--- src/rtl/rv32_pkg.sv ---
// rtl/rv32_pkg.sv - shared RV32 decode/execute types, opcodes and pipe occupancy enum
package rv32_pkg;

    localparam logic [6:0] OP_R      = 7'b0110011;
    localparam logic [6:0] OP_LOAD   = 7'b0000011;
    localparam logic [6:0] OP_IMM    = 7'b0010011;
    localparam logic [6:0] OP_STORE  = 7'b0100011;
    localparam logic [6:0] OP_BRANCH = 7'b1100011;
    localparam logic [6:0] OP_LUI    = 7'b0110111;
    localparam logic [6:0] OP_AUIPC  = 7'b0010111;
    localparam logic [6:0] OP_JAL    = 7'b1101111;
    localparam logic [6:0] OP_JALR   = 7'b1100111;

    // Decoded instruction handed from decode to execute (160 bits, pc in the MSBs)
    typedef struct packed {
        logic [31:0] pc;
        logic [6:0]  opcode;
        logic [4:0]  rd;
        logic [4:0]  rs1;
        logic [4:0]  rs2;
        logic [2:0]  funct3;
        logic [6:0]  funct7;
        logic [31:0] imm;
        logic [31:0] rs1_data;
        logic [31:0] rs2_data;
    } id_ex_t;

    // Number of instructions held between decode and execute
    typedef enum logic [1:0] {
        OCC_EMPTY = 2'd0,
        OCC_ONE   = 2'd1,
        OCC_TWO   = 2'd2
    } occ_t;

endpackage

--- src/rtl/id_ex_skid_reg.sv ---
// rtl/id_ex_skid_reg.sv - ID/EX pipeline register with skid buffer and flush
module id_ex_skid_reg
    import rv32_pkg::*;
#(
    parameter bit CLEAR_ON_FLUSH = 1'b0
) (
    input  logic   clk,
    input  logic   rst,
    input  logic   in_valid,
    output logic   in_ready,
    input  id_ex_t in_data,
    input  logic   flush,
    output logic   out_valid,
    input  logic   out_ready,
    output id_ex_t out_data
);

    occ_t   state;
    occ_t   state_nxt;
    id_ex_t main_q;
    id_ex_t skid_q;
    logic   in_ready_q;
    logic   accept;
    logic   consume;

    // in_ready comes straight from a flop, so out_ready never reaches it combinationally
    assign accept    = in_valid && in_ready_q;
    assign consume   = (state != OCC_EMPTY) && out_ready;
    assign in_ready  = in_ready_q;
    assign out_valid = (state != OCC_EMPTY);
    assign out_data  = main_q;

    // Next occupancy; a redirect empties the pipe whatever else happens this cycle
    always_comb begin
        state_nxt = state;
        if (flush) begin
            state_nxt = OCC_EMPTY;
        end else begin
            case (state)
                OCC_EMPTY: if (accept) state_nxt = OCC_ONE;
                OCC_ONE: begin
                    if (accept && !consume)      state_nxt = OCC_TWO;
                    else if (!accept && consume) state_nxt = OCC_EMPTY;
                end
                OCC_TWO:   if (consume) state_nxt = OCC_ONE;
                default:   state_nxt = OCC_EMPTY;
            endcase
        end
    end

    // Occupancy and the registered ready, which tracks the next occupancy
    always_ff @(posedge clk or posedge rst) begin
        if (rst) begin
            state      <= OCC_EMPTY;
            in_ready_q <= 1'b1;
        end else begin
            state      <= state_nxt;
            in_ready_q <= (state_nxt != OCC_TWO);
        end
    end

    // Payload movement: main feeds execute, skid catches the one beat accepted while stalled
    always_ff @(posedge clk or posedge rst) begin
        if (rst) begin
            main_q <= '0;
            skid_q <= '0;
        end else if (flush) begin
            if (CLEAR_ON_FLUSH) begin
                main_q <= '0;
                skid_q <= '0;
            end
        end else begin
            case (state)
                OCC_EMPTY: if (accept) main_q <= in_data;
                OCC_ONE: begin
                    if (accept && consume) main_q <= in_data;
                    else if (accept)       skid_q <= in_data;
                end
                OCC_TWO:   if (consume) main_q <= skid_q;
                default: ;
            endcase
        end
    end

endmodule

--- config.mk ---
export PLATFORM = sky130hd
export DESIGN_NAME = id_ex_skid_reg
export DESIGN_NICKNAME = d
export VERILOG_FILES = /design/src/rtl/rv32_pkg.sv /design/src/rtl/id_ex_skid_reg.sv
export SDC_FILE = /design/constraint.sdc
export NUM_CORES = 1
export LEC_CHECK = 0
export CAP_MARGIN = 15
export CORE_MARGIN = 10
export CORE_UTILIZATION = 44
export DETAILED_ROUTE_END_ITERATION = 12
export PLACE_DENSITY = 0.71
export SKIP_CTS_REPAIR_TIMING = 1
export SLEW_MARGIN = 5
export SYNTH_ARGS = -nofsm -noshare
export SYNTH_HDL_FRONTEND = slang
export SYNTH_SLANG_ARGS = --single-unit
--- constraint.sdc ---
create_clock -name clk -period 13.95 [get_ports clk]
set_input_delay 1.395 -clock clk [delete_from_list [all_inputs] [get_ports clk]]
set_output_delay 1.395 -clock clk [all_outputs]
set_load 0.01 [all_outputs]
# Yosys cells after proc, flatten, opt, wreduce, memory -nomap -nowiden
# Index checks and enable logic that the tools add are counted.
# W data, S select, Z words.
dict set report op_classes {
  eq_ne 6
  mux 10
  bitwise 2
  n_reduce_logical 12
}
# operator count
set ops {}
lappend ops {{$mux W160} 3}
lappend ops {{$pmux W160 S3} 1}
lappend ops {{$mux W2} 5}
lappend ops {{$ne A2 B2 Y1 const B} 4}
lappend ops {{$pmux W2 S3} 1}
lappend ops {{$logic_and A1 B1 Y1} 5}
lappend ops {{$reduce_and A5 Y1} 1}
lappend ops {{$reduce_and A4 Y1} 1}
lappend ops {{$reduce_bool A3 Y1} 1}
lappend ops {{$eq A2 B1 Y1 const B} 1}
lappend ops {{$eq A2 B2 Y1 const B} 1}
lappend ops {{$logic_not A1 Y1} 2}
lappend ops {{$logic_not A2 Y1} 1}
lappend ops {{$not A1 Y1} 2}
lappend ops {{$reduce_bool A2 Y1} 1}
dict set report totals {
  ff_bits 323
  input_bits 165
  out_inout_bits 162
}

# Depth between registers and ports, before layout
dict set report logic_depth {
  ltp_word 8
  mapped_depth 6
  depth_no_buf 4
}

# Worst setup path before layout
# OpenSTA, ideal clock, no wires.
dict set report synth_timing {
  kind {input-to-reg}
  startpoint {input in_valid}
  endpoint {register skid_q[0] in the netlist's numbering}
  setup_time_ns 0.125
  t_arrival_ns 2.532
  slack_ns 11.293
  path_stages 6
  n_path_buf 3
  path_cell_list {nand4b_1 -> or3_1 -> clkbuf_1 -> buf_6 -> buf_6 -> mux2_4}
}
dict set report synth_via {
  elab_chain_cells 4
}
# element line
set synth_lines {}
lappend synth_lines {{start: declaration} id_ex_skid_reg.sv:9} ;# input logic in_valid,
lappend synth_lines {{$logic_and A1 B1 Y1 (*)} id_ex_skid_reg.sv:27} ;# assign accept = in_valid && in_ready_q;
lappend synth_lines {{$logic_and A1 B1 Y1} id_ex_skid_reg.sv:76} ;# if (accept && consume) main_q <= in_data;
lappend synth_lines {{$not A1 Y1 (no source line)} --}
lappend synth_lines {{$reduce_and A4 Y1 (no source line) (*)} --}
lappend synth_lines {{end signal: assignment} id_ex_skid_reg.sv:77} ;# else if (accept) skid_q <= in_data;
lappend synth_lines {{end: declaration} id_ex_skid_reg.sv:21} ;# id_ex_t skid_q;
# Every way passes the cells marked *; elsewhere a longest branch is shown, timed or not.
# A chain may end at the register's enable or synchronous reset.

# Worst setup path after layout
dict set report layout_timing {
  startpoint {input out_ready}
  endpoint {register main_q (netlist bit out_data[33])}
}
dict set report layout_via {
  elab_chain_cells 4
  elab_cells_between_ends 5
}
# element line
set layout_lines {}
lappend layout_lines {{start: declaration} id_ex_skid_reg.sv:14} ;# input logic out_ready,
lappend layout_lines {{$logic_and A1 B1 Y1 (*)} id_ex_skid_reg.sv:28} ;# assign consume = (state != OCC_EMPTY) && out_ready;
lappend layout_lines {{$logic_and A1 B1 Y1} id_ex_skid_reg.sv:76}
lappend layout_lines {{$ne A2 B2 Y1 (no source line)} --}
lappend layout_lines {{$reduce_and A5 Y1 (no source line) (*)} --}
lappend layout_lines {{end signal: assignment} id_ex_skid_reg.sv:74} ;# OCC_EMPTY: if (accept) main_q <= in_data;
lappend layout_lines {{end signal: assignment} id_ex_skid_reg.sv:76}
lappend layout_lines {{end signal: assignment} id_ex_skid_reg.sv:79} ;# OCC_TWO: if (consume) main_q <= skid_q;
lappend layout_lines {{end: declaration} id_ex_skid_reg.sv:20} ;# id_ex_t main_q;
# Marked as above.

==> flow_summary.ini <==
[outcome]
outcome = finished clean

[sta]
report.final.setup_viol = 0
slew_headroom_pct = 26.8
finalWorstPathRequiredPeriod_ns = 4.58
period_utilization_post_route_pct = 32.8
pin_slew_with_the_least_headroom_to_its_limit_ns = 1.10
clock.fmax_ghz = 0.219
setup_repair_after_global_routing_missed_its_margin = no
worst_clk_skew_ns = 0.0116
finalSetupTns_ns = 0
finalHoldViolCount = 0
finalMaxSlewViolations = 0

[clock_network]
clock_insertion_delay_worst_skew_ns = 0.50
tritoncts.num_buffers = 36
cts_htree_levels = 2
path_clk_slew_ns = 0.06
numClockSinks = 323
cts_buffer_depth = 3
tritoncts = built
root_cell_of_the_clock_tree = sky130_fd_sc_hd__clkbuf_16

[placed_design]
port_buffer_count = 326
place_hpwl_mm = 23.5
place_congestion = 0.761

[floorplan]
start_util_pct = 44.8
die_width_um = 197
core_area_sq_mm = 0.0307
placementRows = 64
chipHeight_um = 197
overall_die_area_sq_mm = 0.0388
floorplan.io_pins = 327

[layout]
drive_gt1_share_pct = 12.6
layout.cells.most_common = sky130_fd_sc_hd__clkdlybuf4s50_1
layout_common_cells = 326 x sky130_fd_sc_hd__clkdlybuf4s50_1, 322 x sky130_fd_sc_hd__dfrtp_1, 160 x sky130_fd_sc_hd__mux2i_1, 160 x sky130_fd_sc_hd__nor2_1, 160 x sky130_fd_sc_hd__a21oi_1
fillerInstances = 2483
design.final.nets = 1518
syn_to_final_growth_pct = 33.6
finish.utilization_pct = 59.8

[global_route]
grt_pass1_vias = 9545
grt_pass1_wl_mm = 54.7
globalRouteTotalUtil_pct = 17.4
globalRouteOverflowTotal = 0
pin_count_of_the_biggest_net_entering_global_routing = 124
grt_antenna_before_repair = 3

[setup_path]
end_kind = register
worst-path-max-fanout = 102
cp_cell_sequence = clkdlybuf4s50_1 -> nand4b_1 -> a31oi_4 -> buf_4 -> buf_4 -> nor2_1 -> a21oi_1
timing.critical_path.arrival_ns = 4.99
startpoint = out_ready
worst_path_dominant_cell_family = buffers and inverters
crit_reg_reg_endpoint = out_data[33]$_DFFE_PP0P_
timing.critical_path.to = out_data[33]$_DFFE_PP0P_
path_buf_inv = 3
cp_slowest_cell = sky130_fd_sc_hd__buf_4
reg2reg_from = state[1]$_DFF_PP0_
timing.critical_path.required_ns = 14.37
reg2reg_setup_slack_ns = 10.27
timing_worst_setup_path_type = in2reg
worst_path_most_repeated_cell = sky130_fd_sc_hd__buf_4
timing.reg2reg.worst_path_depth = 6
crit_path_start_kind = primary input
critical_path_depth = 7
critical_path.max_stage_delay_ns = 0.91

[synthesis]
synthTopCellsByArea = sky130_fd_sc_hd__dfrtp_1 59%, sky130_fd_sc_hd__mux2i_1 12%, sky130_fd_sc_hd__mux2_4 11%
ys_ff_latch = 323
synth_area_sq_mm = 0.0138
yosys.area.top_type = sky130_fd_sc_hd__dfrtp_1
synth_largest_type_area_fraction_pct = 58.5
syn-mean-instance-area_sq_um = 13.1
net_count_after_synthesis = 1215
ys_warn_count = 0
synth_cells = 1050
seq_area_frac_synth_pct = 58.7
synth.lib_cells_used.distinct = 24

[pwr]
power.leakage_uw = 0.00909
vdd.ir_drop.worst_mv = 0.0872
power_per_cell_area_mw_per_mm2 = 157

[routing]
num_vias = 9088
drtPass1Iterations = 6
drt-initial-drc-count = 489
antenna_violating_nets_post_route = 0
post_drt_via_cell_ratio = 5.13
wirelength_mm = 35.0
wl_per_cell_um = 19.8
drc_errors = 0

[run]
maxCapViolations = 0

[min_path]
hold_path_class = reg2reg
[state kept, by name (all words and copies together) (netlist names)]
| signal | cells |
|---|---|
| state | 2 |
| out_data | 160 |
| skid_q | 160 |
| in_ready | 1 |
[through the flow]
step	std cells	cell area [sq um]	hold WS, ns	setup slack [ns]	total power (uW)
2_1_floorplan	1050	13800	0.464	3.62	1650
3_3_place_gp	1711	17200	0.472	8.98	1970
3_5_place_dp	1711	17200	0.480	8.86	1990
4_1_cts	1772	18400	0.493	9.39	2930
5_1_grt	1773	18400	0.499	8.94	3040
6_report	1773	18400	0.489	9.37	2890
[kinds of logic after synthesis]
family	Yosys count	share of synthesized area [%]
buffers and inverters	73	2.91
multiplexers	320	27.5
AO/OA/AOI/OAI	164	6.03
flip-flops	323	58.7
AND/OR/NAND/NOR	170	4.88
[where the power goes]
group,internal (uW),switching (uW)
Combinational,408,257
Sequential,1170,136
Clock,552,367
Total,2130,760
[Yosys cell counts]
cell                          n
sky130_fd_sc_hd__buf_6       11
sky130_fd_sc_hd__nand2b_1     1
sky130_fd_sc_hd__a21oi_1    160
sky130_fd_sc_hd__nand4bb_1    1
sky130_fd_sc_hd__a31oi_1      2
sky130_fd_sc_hd__mux2_4     100
sky130_fd_sc_hd__inv_1        1
sky130_fd_sc_hd__nand4b_1     2
sky130_fd_sc_hd__dfrtp_1    322
sky130_fd_sc_hd__inv_2        1
sky130_fd_sc_hd__dfstp_2      1
sky130_fd_sc_hd__buf_1        5
sky130_fd_sc_hd__buf_2       35
sky130_fd_sc_hd__a21o_1       1
sky130_fd_sc_hd__nand3b_1     2
sky130_fd_sc_hd__a211o_1      1
sky130_fd_sc_hd__or2_2        1
sky130_fd_sc_hd__or3_1        1
sky130_fd_sc_hd__clkbuf_1    20
sky130_fd_sc_hd__mux2_1      60
sky130_fd_sc_hd__nand2_1      1
sky130_fd_sc_hd__nor2_1     160
sky130_fd_sc_hd__mux2i_1    160
sky130_fd_sc_hd__nand3_1      1
[layout make-up]
| cell class | count | area [sq um] | share of cell area, % |
|---|---|---|---|
| antenna | 1 | 2.50 | 0.0136 |
| clock buffer | 47 | 1020 | 5.57 |
| clock inverter | 14 | 124 | 0.674 |
| inverter | 2 | 15.0 | 0.0816 |
| multi-input combinational | 654 | 5310 | 28.9 |
| sequential | 323 | 8080 | 44.0 |
| tap | 396 | 495 | 2.69 |
| timing repair buffer | 336 | 3340 | 18.2 |
[worst min path at each step]
stage	from	to	cells past startpoint
floorplan	skid_q[100]$_DFFE_PP0P_	skid_q[100]$_DFFE_PP0P_	1
global placement	skid_q[116]$_DFFE_PP0P_	skid_q[116]$_DFFE_PP0P_	1
detailed placement	skid_q[60]$_DFFE_PP0P_	skid_q[60]$_DFFE_PP0P_	1
CTS	skid_q[71]$_DFFE_PP0P_	skid_q[71]$_DFFE_PP0P_	1
global route	skid_q[116]$_DFFE_PP0P_	skid_q[116]$_DFFE_PP0P_	1
finish	skid_q[71]$_DFFE_PP0P_	skid_q[71]$_DFFE_PP0P_	1
[per-layer routing]
layer | track usage, % | up-vias | wire length [um] | share of wire (%)
li1 | - | 4253 | - | -
met1 | 22.1 | 4549 | 14800 | 42
met2 | 28.0 | 237 | 16800 | 48
met3 | 6.06 | 45 | 2860 | 8.2
met4 | 4.36 | 4 | 596 | 1.7
met5 | 0 | - | 26 | 0.074
No activity file was read; power rests on OpenSTA's default activity.
